File: src/rtl/audio_sample_fifo.sv
// Stereo frame FIFO between the WM8731 deserializer and the DSP stage.
// First-word-fall-through output; when full, incoming frames are dropped and a sticky flag is set.
`ifndef DATA_WIDTH
`define DATA_WIDTH 24
`endif

module audio_sample_fifo #(
  parameter int DATA_WIDTH  = `DATA_WIDTH,
  parameter int DEPTH       = 16,
  parameter int AFULL_LEVEL = 12
) (
  input  logic                        xclk_i,
  input  logic                        rst_ni,
  input  logic [DATA_WIDTH-1:0]       left_i,
  input  logic [DATA_WIDTH-1:0]       right_i,
  input  logic                        valid_i,
  output logic [DATA_WIDTH-1:0]       left_o,
  output logic [DATA_WIDTH-1:0]       right_o,
  output logic                        valid_o,
  input  logic                        ready_i,
  output logic [$clog2(DEPTH):0]      level_o,
  output logic                        almost_full_o,
  output logic                        overflow_o,
  input  logic                        clr_ovf_i
);

  localparam int AW = $clog2(DEPTH);
  localparam int PW = AW + 1;
  localparam int FW = 2 * DATA_WIDTH;

  logic [FW-1:0] mem_q [DEPTH];
  logic [PW-1:0] wr_ptr_q, wr_ptr_d;
  logic [PW-1:0] rd_ptr_q, rd_ptr_d;
  logic [PW-1:0] level_q, level_d;
  logic          afull_q, afull_d;
  logic          ovf_q, ovf_d;

  logic          empty, full, push, pop, drop;
  logic [FW-1:0] head;

  always_comb begin
    empty    = (wr_ptr_q == rd_ptr_q);
    full     = (wr_ptr_q[AW-1:0] == rd_ptr_q[AW-1:0]) && (wr_ptr_q[AW] != rd_ptr_q[AW]);
    pop      = !empty && ready_i;
    // A pop in the same cycle frees the slot, so a full FIFO still accepts the frame.
    push     = valid_i && (!full || pop);
    drop     = valid_i && !push;
    wr_ptr_d = wr_ptr_q + PW'(push);
    rd_ptr_d = rd_ptr_q + PW'(pop);
    level_d  = level_q;
    if (push && !pop) begin
      level_d = level_q + PW'(1);
    end else if (pop && !push) begin
      level_d = level_q - PW'(1);
    end
    afull_d = (level_d >= PW'(AFULL_LEVEL));
    ovf_d   = ovf_q;
    if (drop) begin
      ovf_d = 1'b1;
    end else if (clr_ovf_i) begin
      ovf_d = 1'b0;
    end
  end

  always_ff @(posedge xclk_i or negedge rst_ni) begin
    if (!rst_ni) begin
      wr_ptr_q <= '0;
      rd_ptr_q <= '0;
      level_q  <= '0;
      afull_q  <= 1'b0;
      ovf_q    <= 1'b0;
    end else begin
      wr_ptr_q <= wr_ptr_d;
      rd_ptr_q <= rd_ptr_d;
      level_q  <= level_d;
      afull_q  <= afull_d;
      ovf_q    <= ovf_d;
    end
  end

  // Storage is intentionally not reset.
  always_ff @(posedge xclk_i) begin
    if (push) begin
      mem_q[wr_ptr_q[AW-1:0]] <= {left_i, right_i};
    end
  end

  always_comb begin
    head    = empty ? '0 : mem_q[rd_ptr_q[AW-1:0]];
    left_o  = head[FW-1:DATA_WIDTH];
    right_o = head[DATA_WIDTH-1:0];
  end

  assign valid_o       = !empty;
  assign level_o       = level_q;
  assign almost_full_o = afull_q;
  assign overflow_o    = ovf_q;

endmodule

File: config.mk
export PLATFORM = sky130hd
export DESIGN_NAME = audio_sample_fifo
export DESIGN_NICKNAME = d
export VERILOG_FILES = /design/src/rtl/audio_sample_fifo.sv
export SDC_FILE = /design/constraint.sdc
export NUM_CORES = 1
export LEC_CHECK = 0
export CORE_MARGIN = 3
export CORE_UTILIZATION = 50
export CTS_BUF_LIST = sky130_fd_sc_hd__clkbuf_8
export CTS_CLUSTER_DIAMETER = 120
export CTS_CLUSTER_SIZE = 12
export DETAILED_ROUTE_END_ITERATION = 6
export GPL_TIMING_DRIVEN = 0
export MAX_ROUTING_LAYER = met4
export PLACE_DENSITY = 0.77
export SKIP_LAST_GASP = 1
export SLEW_MARGIN = 20
export SYNTH_ARGS = -nofsm -noshare
export SYNTH_HDL_FRONTEND = slang
export SYNTH_SLANG_ARGS = --single-unit
File: constraint.sdc
create_clock -name xclk_i -period 9.9 [get_ports xclk_i]
set_clock_uncertainty 0.1 [all_clocks]
set_input_delay 2.475 -clock xclk_i [delete_from_list [all_inputs] [get_ports xclk_i]]
set_output_delay 2.475 -clock xclk_i [all_outputs]
set_load 0.01 [all_outputs]
==> results of run 1 <==
## worst paths after layout
path | startpoint | end | slack (ns) | cells past startpoint
worst max register to register | rd_ptr_q[2] | mem_q[0][14] | 6.27 | 10
min in group asynchronous | rst_ni | rd_ptr_q[2] | 2.15 | 1
worst min register to register | level_o[4] | level_o[4] | 0.42 | 1
worst max-delay path | rd_ptr_q[1] | right_o[21] | 3.10 | 7
worst min-delay path | level_o[4] | level_o[4] | 0.42 | 1
max in group asynchronous | rst_ni | level_o[0] | 7.07 | 1
## state kept, by name (all words and copies together), names as in the netlist
signal and count:
almost_full_o 1, level_o 5, mem_q 768, overflow_o 1, rd_ptr_q 5, wr_ptr_q 5
## cells in the final DEF (no fill, tap or decap), types with 9 or more instances in the layout
cell type,count
edfxtp_1,768
mux4_2,215
clkdlybuf4s50_1,107
clkbuf_8,77
and2_1,49
buf_16,31
clkbuf_1,28
buf_4,26
mux4_1,25
buf_6,20
inv_1,19
dfrtp_1,17
nor2_4,12
buf_12,10
xor2_1,9
## final cells by class
class,count,area share
antenna,6,0.000431
buffer,64,0.0126
clock buffer,77,0.0304
clock inverter,15,0.00198
inverter,7,0.000754
multi-input combinational,364,0.185
sequential,785,0.674
tap,773,0.0278
timing repair buffer,176,0.0667
## through the flow
stage / cells / power, W
after floorplan: 1220 / 0.00634
after global placement: 2100 / 0.00772
after detailed placement: 2169 / 0.00794
after CTS: 2261 / 0.00963
after global routing: 2267 / 0.00992
final: 2267 / 0.00953
## critical path, cell delays in order (launching register included)
cell	delay [ns]
dfrtp_1	0.38
buf_2	0.22
clkbuf_1	0.63
clkbuf_1	0.72
mux4_2	0.42
mux4_2	0.54
and2_1	0.18
clkdlybuf4s50_1	0.47
## power breakdown
part	leakage (nW)	internal [W]	switching, W
registers	7.14	0.00400	0.0000969
logic	3.19	0.00193	0.00179
clock network	0.622	0.000704	0.00100
## logic make-up (layout without fill, tap and decap cells)
family,Yosys count,count (layout),synth area share
xor+xnor,16,16,0.00463
buf+inv,71,339,0.0152
mux,243,243,0.183
fa+ha+maj,6,6,0.00248
compound gates,11,11,0.00248
other cells,0,6,0
flops,785,785,0.776
simple gates,88,88,0.0171
## metal layers
layer | part of all wire | track usage
met5 | 0 | -
met4 | 0.026 | 0.0709
met3 | 0.073 | 0.0424
met2 | 0.52 | 0.378
met1 | 0.38 | 0.297
==> qor.txt, run 1 <==
Gpl congestion: 0.754
GRT overflow: 0
Top area cells in the synthesized netlist: edfxtp_1 (76%), mux4_2 (16%), mux4_1 (2.2%)
Max Cap Viol: 0
Total wire length: 68900 microns
H-tree levels: 3
Drc violations: 0
Layout Utilization: 0.586
DIE HEIGHT: 252 microns
Final worst path period share: 0.687
Nets@finish: 1532
Dpl hpwl: 45700 microns
Synth async-reset ratio: 0.0217
Commonest cells post-synth: edfxtp_1 (768), mux4_2 (215), and2_1 (49), clkbuf_1 (31), mux4_1 (25)
First-pass GRT wire length: 101000 microns
PD cells: 273 nW/um^2
DIE WIDTH: 252 microns
Fmax: 147 MHz
Rows: 89
Worst Setup Start Kind: register
All-Layer GR Usage: 0.230
Vias: 14000
Total negative slack: 0 ns
Count leader, synth: edfxtp_1
CP required: 7.33 ns
Root Driver: clkbuf_8
Net count after synthesis: 1279
RSZ-0062 raised after global routing: false
Largest net degree at the start of global routing: 20
Netlist Area Pre-Place: 30300 sq um
Outcome: complete, no violations
Gate count of the mapped netlist: 1220
TritonCTS Buffers: 75
Area Growth Syn to Fin: 15.0%
Final hold vios: 0
Min Hold Slack: 0.421 ns
Finish-stage setup viols: 0
Fillers: 4097
Post-DP Area: 33700 sq um
Hold Path Class: reg2reg
Syn avg cell area: 24.8 sq um
Clock sinks: 785
Share of cells above drive strength 1: 0.278
Peak fanout along the critical path: 10
Sequential cell area: 23500 sq um
Post-CTS Setup Inserts: 0
Yosys top cell area share: 0.761
Final Max Tran Viols: 0
Yosys reg bits: 785
Vias/cell: 6.19
Top FF cell, synth: edfxtp_1
Core Footprint: 59500 sq um
Slew at the pin closest to its max-slew limit: 1.04 ns
LEAKAGE: 11.0 nW
Vias in the first global route: 14800
CTS Hold Bufs: 0
Multi-input gate area: 6450 sq um
Yosys warning count: 0
Peak VDD IR: 0.183 mV
DRT Pass-1 Iters: 6
Seq/Total Area, Yosys: 0.776
Initial antenna violation count: 7
PostCTS Resize Cnt: 0
WL/cell: 30.4 microns
Worst-Skew Late Latency: 0.66 ns
Final min period: 6.80 ns
Slew headroom: 0.310
Starting density of the core: 0.509
Post-route antenna net violation count: 0
EDFF count, synth: 768
Yosys top cell by area: edfxtp_1
CTS tree: yes
Die Area: 63600 sq um
Endpoint arrival time on the critical path: 4.23 ns
Clock Tree Buf Depth: 3
Crit. End Element: output port
I/O Pins: 109
Buffers on Ports: 107
Critical path class: reg2out
Final instance area: 34800 sq um
Unique cell type count in the Yosys netlist: 37
Fin worst setup slack: 3.10 ns
Placement Setup Slack: 3.74 ns
Clk slew on worst S/H paths: 0.08 ns
DRT iter0 DRCs: 1514
Power figures use the tool's default switching activity.
==> inputs of run 2 (changes only) <==
--- a/config.mk
+++ b/config.mk
@@ -13,7 +13,7 @@
 export DETAILED_ROUTE_END_ITERATION = 6
 export GPL_TIMING_DRIVEN = 0
 export MAX_ROUTING_LAYER = met4
-export PLACE_DENSITY = 0.77
+export PLACE_DENSITY = 0.8
 export SKIP_LAST_GASP = 1
 export SLEW_MARGIN = 20
 export SYNTH_ARGS = -nofsm -noshare
==> constraint.sdc (replaced) <==
create_clock -name xclk_i -period 6.2 [get_ports xclk_i]
set_clock_uncertainty 0.1 [all_clocks]
set_input_delay 1.55 -clock xclk_i [delete_from_list [all_inputs] [get_ports xclk_i]]
set_output_delay 1.55 -clock xclk_i [all_outputs]
set_load 0.01 [all_outputs]
==> qor.txt, run 2 (synthesis gave the netlist of run 1 again) <==
Vias in the first global route: 14900 (+1.0%)
Met1 Resource Use GR: 0.289 (-0.00807)
Outcome: complete, no violations
Hold Path Class: reg2reg
Gpl congestion: 0.749 (-0.72%)
H-tree levels: 3 (unchanged)
DRT Pass-1 Iters: 5 (-1)
Max Cap Viol: 0 (unchanged)
Met2 Usage GRT: 0.364 (-0.0141)
DIE HEIGHT: 252 microns (unchanged)
Sequential cell area: 23500 sq um (unchanged)
Core Footprint: 59500 sq um (unchanged)
Dpl hpwl: 43200 microns (-5.4%)
Post-route antenna net violation count: 0 (unchanged)
Slew at the pin closest to its max-slew limit: 1.05 ns (+0.0117 ns)
Clock sinks: 785 (unchanged)
CP Capture Point: right_o[21]
Inst Count DP: 2153 (-0.74%)
Min Hold Slack: 0.409 ns (-0.0121 ns)
PD cells: 438 nW/um^2 (+60%)
Drc violations: 0 (unchanged)
Share of cells above drive strength 1: 0.271 (-0.00692)
CP Launch Point: rd_ptr_q[1]
Final hold vios: 0 (unchanged)
Commonest cells after routing, fill and taps aside: edfxtp_1 (768), mux4_2 (215), clkdlybuf4s50_1 (107)
Peak VDD IR: 0.230 mV (+26%)
Net Switching: 0.00458 W (+58%)
Nets@finish: 1516 (-1.0%)
Fmax: 169 MHz
CP required: 4.55 ns (-2.78 ns)
Rows: 89 (unchanged)
Buffers on Ports: 107 (unchanged)
Flop2flop setup slack: 2.64 ns (-3.63 ns)
Most common cell after layout, fill and taps aside: edfxtp_1
Number of flip-flops in the largest register: 768 (unchanged)
Post-CTS Setup Inserts: 0 (unchanged)
Multi-input gate area: 6450 sq um (about the same)
All-Layer GR Usage: 0.223 (-0.00654)
DIE WIDTH: 252 microns (unchanged)
Endpoint arrival time on the critical path: 4.26 ns (+0.03 ns)
Non-Filler Instances: 2262 (-0.22%)
RSZ-0062 raised after global routing: false
Critical path class: reg2out
Vias/cell: 6.18 (about the same)
Gate power share: 0.385 (-0.005)
Slew headroom: 0.302 (-0.00780)
CP max stage cell: clkbuf_1
LEAKAGE: 10.8 nW (-1.3%)
R2R Path End: mem_q[0][17]
Largest net degree at the start of global routing: 21 (+5.0%)
TritonCTS Buffers: 75 (unchanged)
Flop pwr share: 0.432 (+0.002)
Switching share of power: 0.303 (-0.000744)
PostCTS Resize Cnt: 0 (unchanged)
Starting density of the core: 0.509 (unchanged)
Clk slew on worst S/H paths: 0.08 ns (about the same)
Peak fanout along the critical path: 10 (unchanged)
Gr busiest metal: met2
Clk network pwr share: 0.182 (+0.003)
Crit. End Element: output port
First-pass GRT wire length: 98600 microns (-2.2%)
Vias: 14000 (-0.29%)
WL/cell: 29.6 microns (-2.8%)
Root Driver: clkbuf_8
Finish-stage setup viols: 0 (unchanged)
Ordered cell list for the critical path: buf_2 > clkbuf_1 > clkbuf_1 > mux4_2 > mux4_2 > and2_1 > clkdlybuf4s50_1
CP max stage delay: 0.71 ns (about the same)
Initial antenna violation count: 9 (+2)
Final min period: 5.91 ns
CTS Hold Bufs: 0 (unchanged)
Register-to-Register Path Depth: 10 (unchanged)
Worst Setup Start Kind: register
CTS tree: yes
DRT iter0 DRCs: 1476 (-2.5%)
Total wire length: 66900 microns (-3.0%)
Cell Int Power: 0.0105 W (+59%)
Final worst path period share: 0.954
Worst-Skew Late Latency: 0.67 ns (about the same)
Met3 usage: 0.0457 (+0.00329)
Final Max Tran Viols: 0 (unchanged)
Critical R2R Launch: rd_ptr_q[2]
GRT overflow: 0 (unchanged)
Die Area: 63600 sq um (unchanged)
Clock Tree Buf Depth: 3 (unchanged)
I/O Pins: 109 (unchanged)
Fillers: 4080 (-0.41%)
Area Growth Syn to Fin: 14.0%
==> run 2: metal layers <==
| layer | vias up | wire length [microns] |
|---|---|---|
| li1 | 5698 | - |
| met1 | 7387 | 25400 |
| met2 | 759 | 34300 |
| met3 | 138 | 5360 |
| met4 | 0 | 1760 |
| met5 | - | 0 |
==> run 2: worst min path at each step <==
stage | from | end | slack [ns] | cells after the start
after floorplan | rd_ptr_q[1] | rd_ptr_q[1] | 0.37 | 1
after global placement | level_o[4] | level_o[4] | 0.38 | 1
after detailed placement | level_o[4] | level_o[4] | 0.40 | 1
after CTS | level_o[4] | level_o[4] | 0.42 | 1
after global routing | rd_ptr_q[1] | rd_ptr_q[1] | 0.44 | 1
final | level_o[4] | level_o[4] | 0.41 | 1
==> run 2: power groups by stage <==
stage	Sequential, W	Clock, W	Combinational (W)
floorplan	0.00665	0	0.00348
global placement	0.00671	0	0.00557
detailed placement	0.00666	0	0.00592
CTS	0.00654	0.00281	0.00594
global route	0.00658	0.00301	0.00618
finish	0.00654	0.00276	0.00583
==> run 2: area by class of cell <==
type / instances / share of cell area
clock buffers: 77 / 0.0307
repair buffers: 160 / 0.0566
flip-flops and latches: 785 / 0.680
inverters: 7 / 0.000761
plain buffers: 64 / 0.0127
well taps: 773 / 0.0280
clock inverters: 21 / 0.00304
multi-input cells: 364 / 0.187
diodes: 11 / 0.000797
==> run 2: stage by stage <==
stage                TNS, ns  power [W]   util  cell area, sq um  worst slack (ns)
floorplan                  0     0.0101      -             30300             0.161
global placement    -1423.01     0.0123  0.544             32300             -4.05
detailed placement         0     0.0126  0.560             33300              1.03
CTS                        0     0.0153  0.580             34500             0.278
global route               0     0.0158  0.580             34500             0.164
finish                     0     0.0151  0.581             34500             0.285
==> run 2: worst max-delay path: cells and delay by family (launching register included) <==
kind	cells	cell delay [ns]
and+or+nand+nor	1	0.19
buffers and inverters	4	2.07
muxes	2	0.97
DFF	1	0.35
==> inputs of run 3 (changes only) <==
--- a/config.mk
+++ b/config.mk
@@ -5,6 +5,7 @@
 export SDC_FILE = /design/constraint.sdc
 export NUM_CORES = 1
 export LEC_CHECK = 0
+export CAP_MARGIN = 20
 export CORE_MARGIN = 3
 export CORE_UTILIZATION = 50
 export CTS_BUF_LIST = sky130_fd_sc_hd__clkbuf_8
==> qor.txt, run 3 (synthesis gave the netlist of run 1 again) <==
Core Footprint: 59500 sq um (unchanged)
Area Growth Syn to Fin: 13.8%
Fmax: 171 MHz (+0.89%)
CP max stage cell: buf_1
Routed met1 length: 25700 microns (+1.2%)
DIE HEIGHT: 252 microns (unchanged)
Peak VDD IR: 0.230 mV (+0.17%)
H-tree levels: 3 (unchanged)
Layout Utilization: 0.580 (-0.000673)
Initial antenna violation count: 8 (-1)
Outcome: complete, no violations
Nets@finish: 1516 (unchanged)
Post-CTS Setup Inserts: 0 (unchanged)
Slew at the pin closest to its max-slew limit: 1.04 ns (-0.00828 ns)
Crit. End Element: output port
Finish-stage setup viols: 0 (unchanged)
Most common cell after layout, fill and taps aside: edfxtp_1
Clock Tree Buf Depth: 3 (unchanged)
Worst Setup Start Kind: register
DRT iter0 DRCs: 1503 (+1.8%)
DR WL met2: 34400 microns (+0.33%)
I/O Pins: 109 (unchanged)
Ordered cell list for the critical path: buf_2 > clkbuf_1 > buf_1 > mux4_1 > mux4_2 > and2_1 > clkdlybuf4s50_1
DIE WIDTH: 252 microns (unchanged)
Drc violations: 0 (unchanged)
LEAKAGE: 10.8 nW (-0.28%)
PostCTS Resize Cnt: 0 (unchanged)
Share of cells above drive strength 1: 0.270 (-0.000752)
Worst-Skew Late Latency: 0.67 ns (about the same)
Final worst path period share: 0.946 (-0.00845)
Root Driver: clkbuf_8
Rows: 89 (unchanged)
Number of flip-flops in the largest register: 768 (unchanged)
Post-route antenna net violation count: 0 (unchanged)
PD cells: 438 nW/um^2 (about the same)
CP max stage delay: 0.71 ns (about the same)
Slew headroom: 0.307 (+0.00552)
Dpl hpwl: 43300 microns (about the same)
Clk slew on worst S/H paths: 0.09 ns (about the same)
TritonCTS Buffers: 75 (unchanged)
Top Layer Used: met4
Final min period: 5.86 ns (-0.0524 ns)
Clock sinks: 785 (unchanged)
WL/cell: 29.7 microns (+0.47%)
DRT Pass-1 Iters: 5 (unchanged)
Final hold vios: 0 (unchanged)
Buffers on Ports: 107 (unchanged)
Endpoint arrival time on the critical path: 4.21 ns (-0.05 ns)
Final Max Tran Viols: 0 (unchanged)
Routed length on met3: 5170 microns (-3.6%)
First-pass GRT wire length: 98600 microns (about the same)
Peak fanout along the critical path: 10 (unchanged)
CP delay by family, top: buffers and inverters
Die Area: 63600 sq um (unchanged)
CTS tree: yes
Total wire length: 67000 microns (+0.16%)
Vias in the first global route: 14700 (-1.4%)
Total negative slack: 0 ns (unchanged)
Commonest cells after routing, fill and taps aside: edfxtp_1 (768), mux4_2 (215), clkdlybuf4s50_1 (107)
Vias/cell: 6.17 (-0.16%)
Max Cap Viol: 0 (unchanged)
RSZ-0062 raised after global routing: false
All-Layer GR Usage: 0.223 (about the same)
Vias: 13900 (-0.46%)
CP required: 4.55 ns (about the same)
Critical path class: reg2out
GRT overflow: 0 (unchanged)
CTS Hold Bufs: 0 (unchanged)
WP buf/inv: 4 (unchanged)
Largest net degree at the start of global routing: 21 (unchanged)
Starting density of the core: 0.509 (unchanged)
Gpl congestion: 0.749 (unchanged)
Hold Path Class: reg2reg
-- run 3: changes by cell type in the layout (fill, tap and decap cells not counted) --
cell,delta
inv_1,-4
clkinvlp_4,-1
inv_6,-2
-- run 3: where the power goes --
part           internal, W  total [W]  switching, W
logic              0.00302    0.00584       0.00282
registers          0.00639    0.00654      0.000146
clock network      0.00112    0.00273       0.00161
-- run 3: final cells by class --
cell class / instances / area (sq um)
fill: 4050 / 25000
sequential: 785 / 23500
multi-input combinational: 364 / 6450
timing repair buffer: 160 / 1950
clock buffer: 77 / 1060
tap: 773 / 967
buffer: 64 / 438
clock inverter: 14 / 65.1
antenna: 11 / 27.5
inverter: 7 / 26.3
-- run 3: worst paths after layout --
kind / start / endpoint / slack [ns] / depth (start not counted)
min in group asynchronous: rst_ni / level_o[1] / 1.23 / 1
worst max register to register: rd_ptr_q[3] / mem_q[0][34] / 2.64 / 10
worst min register to register: level_o[4] / level_o[4] / 0.40 / 1
worst min-delay path: level_o[4] / level_o[4] / 0.40 / 1
worst max-delay path: rd_ptr_q[1] / left_o[23] / 0.34 / 7
max in group asynchronous: rst_ni / wr_ptr_q[1] / 4.27 / 1
-- run 3: metal layers --
| layer | up-vias | global-route usage |
|---|---|---|
| li1 | 5684 | - |
| met5 | - | - |
| met2 | 677 | 0.364 |
| met4 | 0 | 0.0656 |
| met3 | 120 | 0.0518 |
| met1 | 7436 | 0.285 |
-- run 3: per-stage QoR --
| stage | std cells | area [sq um] | hold slack (ns) | total power [W] | setup slack, ns |
|---|---|---|---|---|---|
| final | 2255 | 34500 | 0.402 | 0.0151 | 0.338 |
| after CTS | 2244 | 34400 | 0.409 | 0.0153 | 0.247 |
| after global routing | 2253 | 34500 | 0.442 | 0.0157 | 0.232 |
| after detailed placement | 2153 | 33300 | 0.392 | 0.0126 | 0.964 |
| after floorplan | 1220 | 30300 | 0.373 | 0.0101 | 0.161 |
| after global placement | 2100 | 32300 | 0.379 | 0.0123 | -4.05 |
